[src/rtl/final_phase_ctrl.sv]
// Sequencer for the final packing/register stage of the FP add/subt unit: holds the
// overflow/underflow selects, pulses the result-register load, then handshakes the result.
module final_phase_ctrl #(
  parameter int unsigned SETTLE_CYC = 2,
  parameter int unsigned CNT_W      = 8
) (
  input  logic             clk,
  input  logic             rst,
  input  logic             beg_i,
  input  logic             ovf_flag_i,
  input  logic             unf_flag_i,
  input  logic             ack_i,
  output logic             sel_a_o,
  output logic             sel_b_o,
  output logic             load_reg_o,
  output logic             busy_o,
  output logic             ready_o,
  output logic             ovf_o,
  output logic             unf_o,
  output logic [CNT_W-1:0] ovf_cnt_o,
  output logic [CNT_W-1:0] unf_cnt_o
);

  typedef enum logic [1:0] {StIdle, StSettle, StLoad, StDone} state_e;

  localparam logic [3:0] SettleInit = 4'(SETTLE_CYC - 1);
  localparam logic [CNT_W-1:0] CntOne = CNT_W'(1);

  state_e           state_q, state_d;
  logic [3:0]       settle_q, settle_d;
  logic             ovf_q, ovf_d;
  logic             unf_q, unf_d;
  logic [CNT_W-1:0] ovf_cnt_q, ovf_cnt_d;
  logic [CNT_W-1:0] unf_cnt_q, unf_cnt_d;

  always_ff @(posedge clk or posedge rst) begin
    if (rst) begin
      state_q   <= StIdle;
      settle_q  <= '0;
      ovf_q     <= 1'b0;
      unf_q     <= 1'b0;
      ovf_cnt_q <= '0;
      unf_cnt_q <= '0;
    end else begin
      state_q   <= state_d;
      settle_q  <= settle_d;
      ovf_q     <= ovf_d;
      unf_q     <= unf_d;
      ovf_cnt_q <= ovf_cnt_d;
      unf_cnt_q <= unf_cnt_d;
    end
  end

  always_comb begin
    state_d   = state_q;
    settle_d  = settle_q;
    ovf_d     = ovf_q;
    unf_d     = unf_q;
    ovf_cnt_d = ovf_cnt_q;
    unf_cnt_d = unf_cnt_q;
    unique case (state_q)
      StIdle: begin
        if (beg_i) begin
          // Overflow takes priority when both flags are raised.
          ovf_d    = ovf_flag_i;
          unf_d    = unf_flag_i & ~ovf_flag_i;
          settle_d = SettleInit;
          state_d  = StSettle;
        end
      end
      StSettle: begin
        if (settle_q == 4'd0) begin
          state_d = StLoad;
        end else begin
          settle_d = settle_q - 4'd1;
        end
      end
      StLoad: begin
        if (ovf_q && (ovf_cnt_q != '1)) ovf_cnt_d = ovf_cnt_q + CntOne;
        if (unf_q && (unf_cnt_q != '1)) unf_cnt_d = unf_cnt_q + CntOne;
        state_d = StDone;
      end
      StDone: begin
        if (ack_i) state_d = StIdle;
      end
      default: state_d = StIdle;
    endcase
  end

  // Selects stay driven through LOAD and DONE so the mux output matches the register.
  assign busy_o     = (state_q != StIdle);
  assign sel_a_o    = busy_o & ovf_q;
  assign sel_b_o    = busy_o & unf_q;
  assign load_reg_o = (state_q == StLoad);
  assign ready_o    = (state_q == StDone);
  assign ovf_o      = ready_o & ovf_q;
  assign unf_o      = ready_o & unf_q;
  assign ovf_cnt_o  = ovf_cnt_q;
  assign unf_cnt_o  = unf_cnt_q;

endmodule

[config.mk]
export PLATFORM = sky130hd
export DESIGN_NAME = final_phase_ctrl
export DESIGN_NICKNAME = d
export VERILOG_FILES = /design/src/rtl/final_phase_ctrl.sv
export SDC_FILE = /design/constraint.sdc
export NUM_CORES = 1
export LEC_CHECK = 0
export ABC_AREA = 0
export CAP_MARGIN = 20
export CORE_MARGIN = 2
export CORE_UTILIZATION = 53
export DETAILED_ROUTE_END_ITERATION = 16
export PLACE_DENSITY = 0.83
export SETUP_SLACK_MARGIN = 0.5
export SYNTH_ARGS = -nofsm -noshare
export SYNTH_HDL_FRONTEND = slang
export SYNTH_SLANG_ARGS = --single-unit
[constraint.sdc]
create_clock -name clk -period 2.3 [get_ports clk]
set_input_delay 0.575 -clock clk [delete_from_list [all_inputs] [get_ports clk]]
set_output_delay 0.575 -clock clk [all_outputs]
set_load 0.1 [all_outputs]
After elaboration in Yosys (flattened, before gate mapping):

Index checks and enable logic that the tools add are counted.

* $add $sub $neg: 3
* multipliers: 0
* div/mod/pow operators: 0
* $lt $le $gt $ge: 0
* eq/ne operators: 9
* shifts and indexed selects: 0
* muxes and demuxes: 7
* bitwise gates (word level): 6
* reductions and logical operators: 11

Operator list (count)
* $add 8x1->8 const B: 2
* $ne 8x8->1 const B: 2
* $mux 4: 2
* $ne 2x2->1 const B: 4
* $pmux 2 s4: 1
* $pmux 4 s2: 1
* $mux 2: 3
* $reduce_and 2->1: 3
* $reduce_and 3->1: 2
* $and 1x1->1: 5
* $eq 2x2->1 const B: 2
* $logic_not 4->1: 1
* $reduce_bool 2->1: 2
* $sub 4x1->4 const B: 1
* $eq 2x1->1 const B: 1
* $logic_and 1x1->1: 2
* $logic_not 2->1: 1
* $not 1->1: 1

* register bits after elaboration: 24
* bits in latches: 0
* bits in writable memories: 0
* ROM bits: 0
* input bits: 6
* output and inout bits: 23
* memories: 0

Longest topological paths before layout:

Gate-level depths: netlist of the first run.

* depth after elaboration: 3
* mapped depth: 7
* depth with buffers taken out: 6

Least setup slack after synthesis of the first run:

Ideal clock, no wire load.

* kind: reg2out
* start point: register state_q[1]
* end point: output ovf_o
* arrival: 2.051 ns
* required time: 1.725 ns
* setup slack: -0.326 ns
* stages on the path, launching flop included: 3
* cell sequence: dfrtp_1 -> ha_1 -> and2_1

* cells in the longest elaborated chain, start to end: 2

Ends and longest elaborated chain
* from (decl): line 29 `state_e state_q, state_d;`
* from (signal assigned): line 38 `state_q <= StIdle;`
* from (signal assigned): line 45 `state_q <= state_d;`
* $eq 2x2->1: line 95 `assign ready_o = (state_q == StDone);`
* net ready_o: line 17 `output logic ready_o,`
* $and 1x1->1: line 96 `assign ovf_o = ready_o & ovf_q;`
* to (decl): line 18 `output logic ovf_o,`

The timed path passes the listed nets, and every way through them passes these cells.

Worst setup path after layout of the first run:

* start point: register state_q[1]
* end point: output busy_o

* cells in the longest elaborated chain, start to end: 1

Ends and longest elaborated chain
* $reduce_bool 2->1: line 91 `assign busy_o = (state_q != StIdle);`
* to (decl): line 16 `output logic busy_o,`

Every way passes these cells.

==> results of run 1 <==
[per-stage QoR]
stage	utilization, %	std cells	instance area, sq um	setup slack, ps
2_1_floorplan	-	127	1390	518
5_1_grt	83.3	196	1880	276
3_5_place_dp	76.9	183	1730	419
3_3_place_gp	76.9	183	1730	447
6_report	83.3	196	1880	336
4_1_cts	81.0	192	1830	319
[state kept, by name, summed over array words and instances (netlist names)]
signal	count
ovf_q	1
state_q	2
ovf_cnt_o	8
unf_cnt_o	8
unf_q	1
settle_q	4
[what timing repair did]
action	CTS	global route
setup endpoints to repair	6	9
hold endpoints to repair	0	0
pin swaps	1	3
resized for setup	1	6
setup buffers	5	4
[final timing paths]
check,to
hold reg to reg,unf_cnt_o[6]
setup / recovery,busy_o
min in group asynchronous,unf_cnt_o[7]
setup reg to reg,state_q[1]
max in group asynchronous,unf_cnt_o[0]
hold / removal,unf_cnt_o[6]
[kinds of logic (layout without fill, tap and decap cells)]
| family | after synthesis | after routing | share of synthesized area [%] |
|---|---|---|---|
| buffers and inverters | 8 | 49 | 2.61 |
| xor gates and xnor gates | 9 | 9 | 6.09 |
| and+or+nand+nor | 52 | 52 | 22.1 |
| DFF | 24 | 24 | 46.4 |
| adders and majority gates | 7 | 7 | 6.76 |
| AOI/OAI and AO/OA | 19 | 19 | 9.28 |
| muxes | 8 | 8 | 6.76 |
[layout make-up]
class                   instances  area [sq um]  area share (%)
multi-input cells              95           741            39.4
repair buffers                 38           393            20.9
clock inverters                 1          30.0            1.60
flip-flops and latches         24           627            33.4
clock buffers                   3          22.5            1.20
well taps                      28          35.0            1.87
inverters                       7          30.0            1.60
[metal layers]
metal | track usage, % | wire [microns]
met5 | 0 | 0
met4 | 9.40 | 88
met3 | 4.80 | 175
met2 | 45.7 | 1720
met1 | 27.9 | 1220
[Yosys cell counts]
library cell  number
mux2_2             5
nor3_1             3
and2_1             2
dfrtp_1           24
nor3_2             2
ha_1               7
inv_1              7
nand2b_1           4
xnor2_1            4
mux2i_1            2
nor3_4             1
o22ai_1            1
or2b_1             1
nand3_1            5
a22o_1             1
nand2_1           13
a31oi_1            4
nor2_1             8
o21a_1             2
o211ai_1           1
xor2_1             5
nor4_1             1
and3_1             3
mux2_1             1
o21ai_0            4
o21bai_1           1
nor2b_1            4
a41o_1             1
nand4_1            4
and4_4             1
buf_4              1
a21oi_1            4
==> flow_summary.ini, run 1 <==
[layout]
layout_common_cells = buf_4, dfrtp_2, nand2_1
nets = 182
area_delta_synth_final_pct = 45.0
drive_above_1_share_pct = 47.0
n_antenna_cell = 0
final_common_cell = buf_4
nFillCells = 130

[critical_path]
cp_slowest_cell = dfrtp_2
path_depth = 4
cp.buffers_inverters = 3
path_delay_family = flip-flops
slowest_delay_ps = 470
r2r_setup_slack_ps = 530
required_ps = 1730
reg2reg_depth = 6
r2r-start = settle_q[0]
crit_fanout = 5
startpoint_type = register
critPathKind = register to output pin
critPathLaunch = state_q[1]
cp_cell_sequence = inv_2, ha_4, clkinvlp_4, buf_12
end_kind = output pin
cp.arrival_ps = 1390

[route]
drtIter0Drc = 32
drt-wirelength-per-cell_microns = 16.3
postRouteAntennaNets = 0
vias = 1131
drtPass1Iterations = 4
routed_wl_microns = 3200
remaining_drc_errors = 0
viasPerCell = 5.77

[clocking]
cts_tree = built
cts_sinks = 24
numCtsBuffers = 3
h-tree-depth = 1
ctsHoldBuffers = 0
clock_latency_ps = 320
cts_max_path_buffers = 2
clk_pin_slew_worst_paths_ps = 140
clk_root_buffer_cell = clkbuf_4

[logic_synthesis]
avgSynthCellArea_sq_um = 10.2
syn_area_sq_um = 1290
yosysSeqAreaShare_pct = 46.4
ys_warn_count = 0
synthCells = 127
ys_top_cells_by_area = dfrtp_1, ha_1, mux2_2
ys_types = 32
yosysTopAreaCell = dfrtp_1
syn_nets = 140
ys_seq_elements = 24
synth_top_area_share_pct = 46.4

[run]
cap_violations = 0

[sta]
final_max_slew_viol_count = 0
holdWs_ps = 507
finalCritPeriodShare_pct = 85.4
layout_min_cycle_time_ps = 1960
slew_headroom_pct = 79.4
report.final.hold_viol_count = 0
finalSetupViolCount = 0
fmax_mhz = 509
worst_pin_slew_ps = 306
skew_ps = 2.79
rsz0062_at_grt = yes
tns_ps = 0

[global_routing]
grt_pass1_wl_microns = 5040
grt.overflow.total = 0
first_global_vias = 1125
antenna_found_initial = 0
grt_max_degree = 25
grt_use_total_pct = 24.9

[floorplan]
core_sq_um = 2250
die_area_sq_um = 2850
rows = 17
die-width_microns = 53.4
pin_count = 29
die_h_microns = 53.4
initial_core_util_pct = 57.4

[min_path]
holdCritPathClass = register to register
hp-start = unf_cnt_o[6]
whs_path_depth = 1

[placed_design]
numPortBuffers = 28
place.gp.congestion = 0.846
dp_hpwl_microns = 2110

[outcome]
status = finished, final reports clean
Power of run 1 is left out: the tool's default activity adds up to more than one toggle a clock period on the data nets, which glitch-free logic cannot reach.
==> inputs of run 2 (changes only) <==
--- a/config.mk
+++ b/config.mk
@@ -7,11 +7,11 @@
 export LEC_CHECK = 0
 export ABC_AREA = 0
 export CAP_MARGIN = 20
-export CORE_MARGIN = 2
 export CORE_UTILIZATION = 53
 export DETAILED_ROUTE_END_ITERATION = 16
 export PLACE_DENSITY = 0.83
 export SETUP_SLACK_MARGIN = 0.5
+export SKIP_LAST_GASP = 1
 export SYNTH_ARGS = -nofsm -noshare
 export SYNTH_HDL_FRONTEND = slang
 export SYNTH_SLANG_ARGS = --single-unit
==> flow_summary.ini, run 2 (synthesis gave the netlist of run 1 again) <==
[critical_path]
cp_cell_sequence = inv_2, ha_4, clkinvlp_4, buf_12
startpoint_type = register
slowest_delay_ps = 470
crit_fanout = 6
critPathKind = register to output pin
end_kind = output pin
cp_slowest_cell = dfrtp_2
cp.arrival_ps = 1420
required_ps = 1730

[global_routing]
first_global_vias = 1112
grt_use_total_pct = 26.3
antenna_found_initial = 0
grt_pass1_wl_microns = 5010
grt.overflow.total = 0
grt_max_degree = 25

[layout]
area_delta_synth_final_pct = 47.0
drive_above_1_share_pct = 47.4
nets = 185
final_common_cell = buf_4
n_antenna_cell = 0
layout_common_cells = buf_4, dfrtp_2, nand2_1

[clocking]
numCtsBuffers = 3
cts_max_path_buffers = 2
h-tree-depth = 1
cts_tree = built
clk_pin_slew_worst_paths_ps = 140
cts_sinks = 24
clk_root_buffer_cell = clkbuf_4
ctsHoldBuffers = 0
clock_latency_ps = 330

[sta]
report.final.hold_viol_count = 0
slew_headroom_pct = 79.4
finalSetupViolCount = 0
final_max_slew_viol_count = 0
finalCritPeriodShare_pct = 86.7
tns_ps = 0
worst_pin_slew_ps = 309
fmax_mhz = 502
rsz0062_at_grt = yes
skew_ps = 5.98
layout_min_cycle_time_ps = 1990

[placed_design]
place.gp.congestion = 0.828
dp_hpwl_microns = 2080
numPortBuffers = 28

[run]
cap_violations = 0

[floorplan]
rows = 17
pin_count = 29
die_h_microns = 51.4
die-width_microns = 51.4
die_area_sq_um = 2650
core_sq_um = 2250
initial_core_util_pct = 57.4

[route]
postRouteAntennaNets = 0
viasPerCell = 5.78
drt-wirelength-per-cell_microns = 16.0
drtIter0Drc = 28
remaining_drc_errors = 0
routed_wl_microns = 3180
drtPass1Iterations = 4
vias = 1150

[outcome]
status = finished, final reports clean

[min_path]
holdCritPathClass = register to register
==> run 2: path summary, 6_finish.rpt <==
path / cells past startpoint / slack, ps / from / end
max: 4 / 310 / state_q[1] / busy_o
min: 1 / 510 / unf_cnt_o[5] / unf_cnt_o[5]
max reg2reg: 7 / 530 / state_q[1] / state_q[1]
min reg2reg: 1 / 510 / unf_cnt_o[5] / unf_cnt_o[5]
max in group asynchronous: 3 / 1470 / rst / unf_cnt_o[1]
min in group asynchronous: 3 / 570 / rst / unf_cnt_o[0]
==> run 2: metal layers <==
layer  track usage, %  up-vias  share of wire (%)  wire, microns
li1                 -      531                  -              -
met4             10.4        0                2.1             66
met5                0        -                  0              0
met3             2.98        8                4.7            150
met1             30.9      562                 40           1280
met2             48.1       49                 53           1690
==> run 2: through the flow <==
step / utilization (%) / std cells / hold slack [ps] / cell area, sq um / worst slack, ps
floorplan: - / 127 / 510 / 1390 / 518
global placement: 76.9 / 183 / 481 / 1730 / 448
finish: 84.4 / 199 / 508 / 1900 / 307
global route: 84.4 / 199 / 522 / 1900 / 255
detailed placement: 76.9 / 183 / 489 / 1730 / 416
CTS: 82.3 / 195 / 510 / 1860 / 311
==> run 2: what timing repair did <==
item                                    in CTS  in global routing
endpoints found under the setup margin       6                  9
pin swaps                                    1                  4
gates resized for setup                      4                  4
buffers inserted                             8                  4
==> run 2: final cells by class <==
type                            count  area, sq um
Tap cell                           28         35.0
Clock inverter                      1         30.0
Multi-Input combinational cell     95          739
Sequential cell                    24          628
Fill cell                         116          352
Inverter                            7         32.5
Timing Repair Buffer               41          415
Clock buffer                        3         22.5
==> run 2: critical path, delay by kind of cell, from the launching register on <==
kind                     cells  cell delay (ps)
adder cells (fa/ha/maj)      1              220
buffers and inverters        3              410
flip-flops                   1              470
Power of run 2 is left out for the same reason.
==> inputs of run 3 (changes only) <==
--- a/config.mk
+++ b/config.mk
@@ -7,8 +7,10 @@
 export LEC_CHECK = 0
 export ABC_AREA = 0
 export CAP_MARGIN = 20
+export CORE_MARGIN = 4
 export CORE_UTILIZATION = 53
 export DETAILED_ROUTE_END_ITERATION = 16
+export MAX_ROUTING_LAYER = met4
 export PLACE_DENSITY = 0.83
 export SETUP_SLACK_MARGIN = 0.5
 export SKIP_LAST_GASP = 1
==> flow_summary.ini, run 3 (synthesis gave the netlist of run 1 again) <==
[critical_path]
crit_fanout = 4
cp.arrival_ps = 1390
cp_slowest_cell = dfrtp_2
cp.buffers_inverters = 2
critPathKind = register to output pin
r2r-start = state_q[1]
reg2reg_depth = 7
path_delay_family = flip-flops
r2r_end = ovf_cnt_o[1]
slowest_delay_ps = 460
required_ps = 1730
r2r_setup_slack_ps = 490
startpoint_type = register
end_kind = output pin
cp_cell_sequence = buf_6, ha_4, and2_4, buf_12

[sta]
report.final.hold_viol_count = 0
skew_ps = 2.22
layout_min_cycle_time_ps = 1970
finalSetupViolCount = 0
fmax_mhz = 508
tns_ps = 0
rsz0062_at_grt = yes
finalCritPeriodShare_pct = 85.7
worst_pin_slew_ps = 318
final_max_slew_viol_count = 0
setup_ws_ps = 330
slew_headroom_pct = 78.6

[clocking]
clk_root_buffer_cell = clkbuf_4
clk_pin_slew_worst_paths_ps = 130
cts_max_path_buffers = 2
cts_sinks = 24
ctsHoldBuffers = 0
clock_latency_ps = 320
numCtsBuffers = 3
cts_tree = built
h-tree-depth = 1

[route]
viasPerCell = 5.55
remaining_drc_errors = 0
drtIter0Drc = 36
routed_wl_microns = 3090
drt-wirelength-per-cell_microns = 15.4
vias = 1110
drtPass1Iterations = 4
postRouteAntennaNets = 0

[layout]
area_delta_synth_final_pct = 45.3
nFillCells = 129
final_area_sq_um = 1880
final_common_cell = buf_4
drive_above_1_share_pct = 47.1
nets = 186
n_antenna_cell = 0
layout_common_cells = buf_4, dfrtp_2, nand2_1

[placed_design]
numPortBuffers = 28
placed_cell_area_sq_um = 1730
dp_hpwl_microns = 2120
dp_slack_ps = 388
place.gp.congestion = 0.844

[global_routing]
first_global_vias = 1069
grt_max_degree = 25
grt_pass1_wl_microns = 4770
grt_use_total_pct = 19.3
grt.overflow.total = 0
antenna_found_initial = 0

[floorplan]
die-width_microns = 57.4
pin_count = 29
rows = 17
initial_core_util_pct = 56.9
die_h_microns = 57.4
core_sq_um = 2280
die_area_sq_um = 3300

[min_path]
hp-start = ovf_cnt_o[0]
whs_path_depth = 1
hold_end = ovf_cnt_o[0]
holdCritPathClass = register to register

[outcome]
status = finished, final reports clean

[run]
cap_violations = 0
-- run 3: repair_timing --
action / CTS / global route
buffers inserted: 7 / 6
pin swaps: 3 / 2
gates resized for setup: 2 / 4
setup endpoints to repair: 6 / 8
-- run 3: worst max-delay path by stage --
stage / startpoint / to / slack (ps) / cells past startpoint
after detailed placement: beg_i / state_q[1] / 390 / 4
after CTS: state_q[0] / busy_o / 330 / 4
after floorplan: state_q[1] / sel_a_o / 520 / 3
final: state_q[0] / ovf_o / 330 / 4
after global placement: beg_i / state_q[1] / 440 / 4
after global routing: state_q[1] / busy_o / 260 / 4
-- run 3: layout make-up --
| class | count | area (sq um) | share of cell area [%] |
|---|---|---|---|
| clock buffers | 4 | 36.3 | 1.93 |
| well taps | 28 | 35.0 | 1.86 |
| inverters | 7 | 32.5 | 1.73 |
| flip-flops and latches | 24 | 628 | 33.4 |
| multi-input cells | 95 | 727 | 38.6 |
| repair buffers | 42 | 423 | 22.5 |
-- run 3: through the flow --
stage | cells | hold slack (ps) | util, %
after detailed placement | 183 | 492 | 76.2
after global placement | 183 | 484 | 76.2
after floorplan | 127 | 510 | -
final | 200 | 512 | 82.7
after CTS | 194 | 509 | 80.3
after global routing | 200 | 518 | 82.7
-- run 3: per-layer routing --
| metal | track usage (%) | vias up | part of all wire [%] |
|---|---|---|---|
| met3 | 3.39 | 6 | 4.1 |
| met4 | 7.28 | 0 | 1.1 |
| li1 | - | 534 | - |
| met5 | - | - | 0 |
| met1 | 22.3 | 538 | 42 |
| met2 | 33.1 | 32 | 53 |
-- run 3: worst reg2reg max path: stages (launching register included) --
cell and delay (ps):
dfrtp_2 470, buf_4 150, buf_6 110, ha_4 160
buf_4 160, nand2_2 110, a41o_1 200, mux2_2 350
Power of run 3 is left out for the same reason.
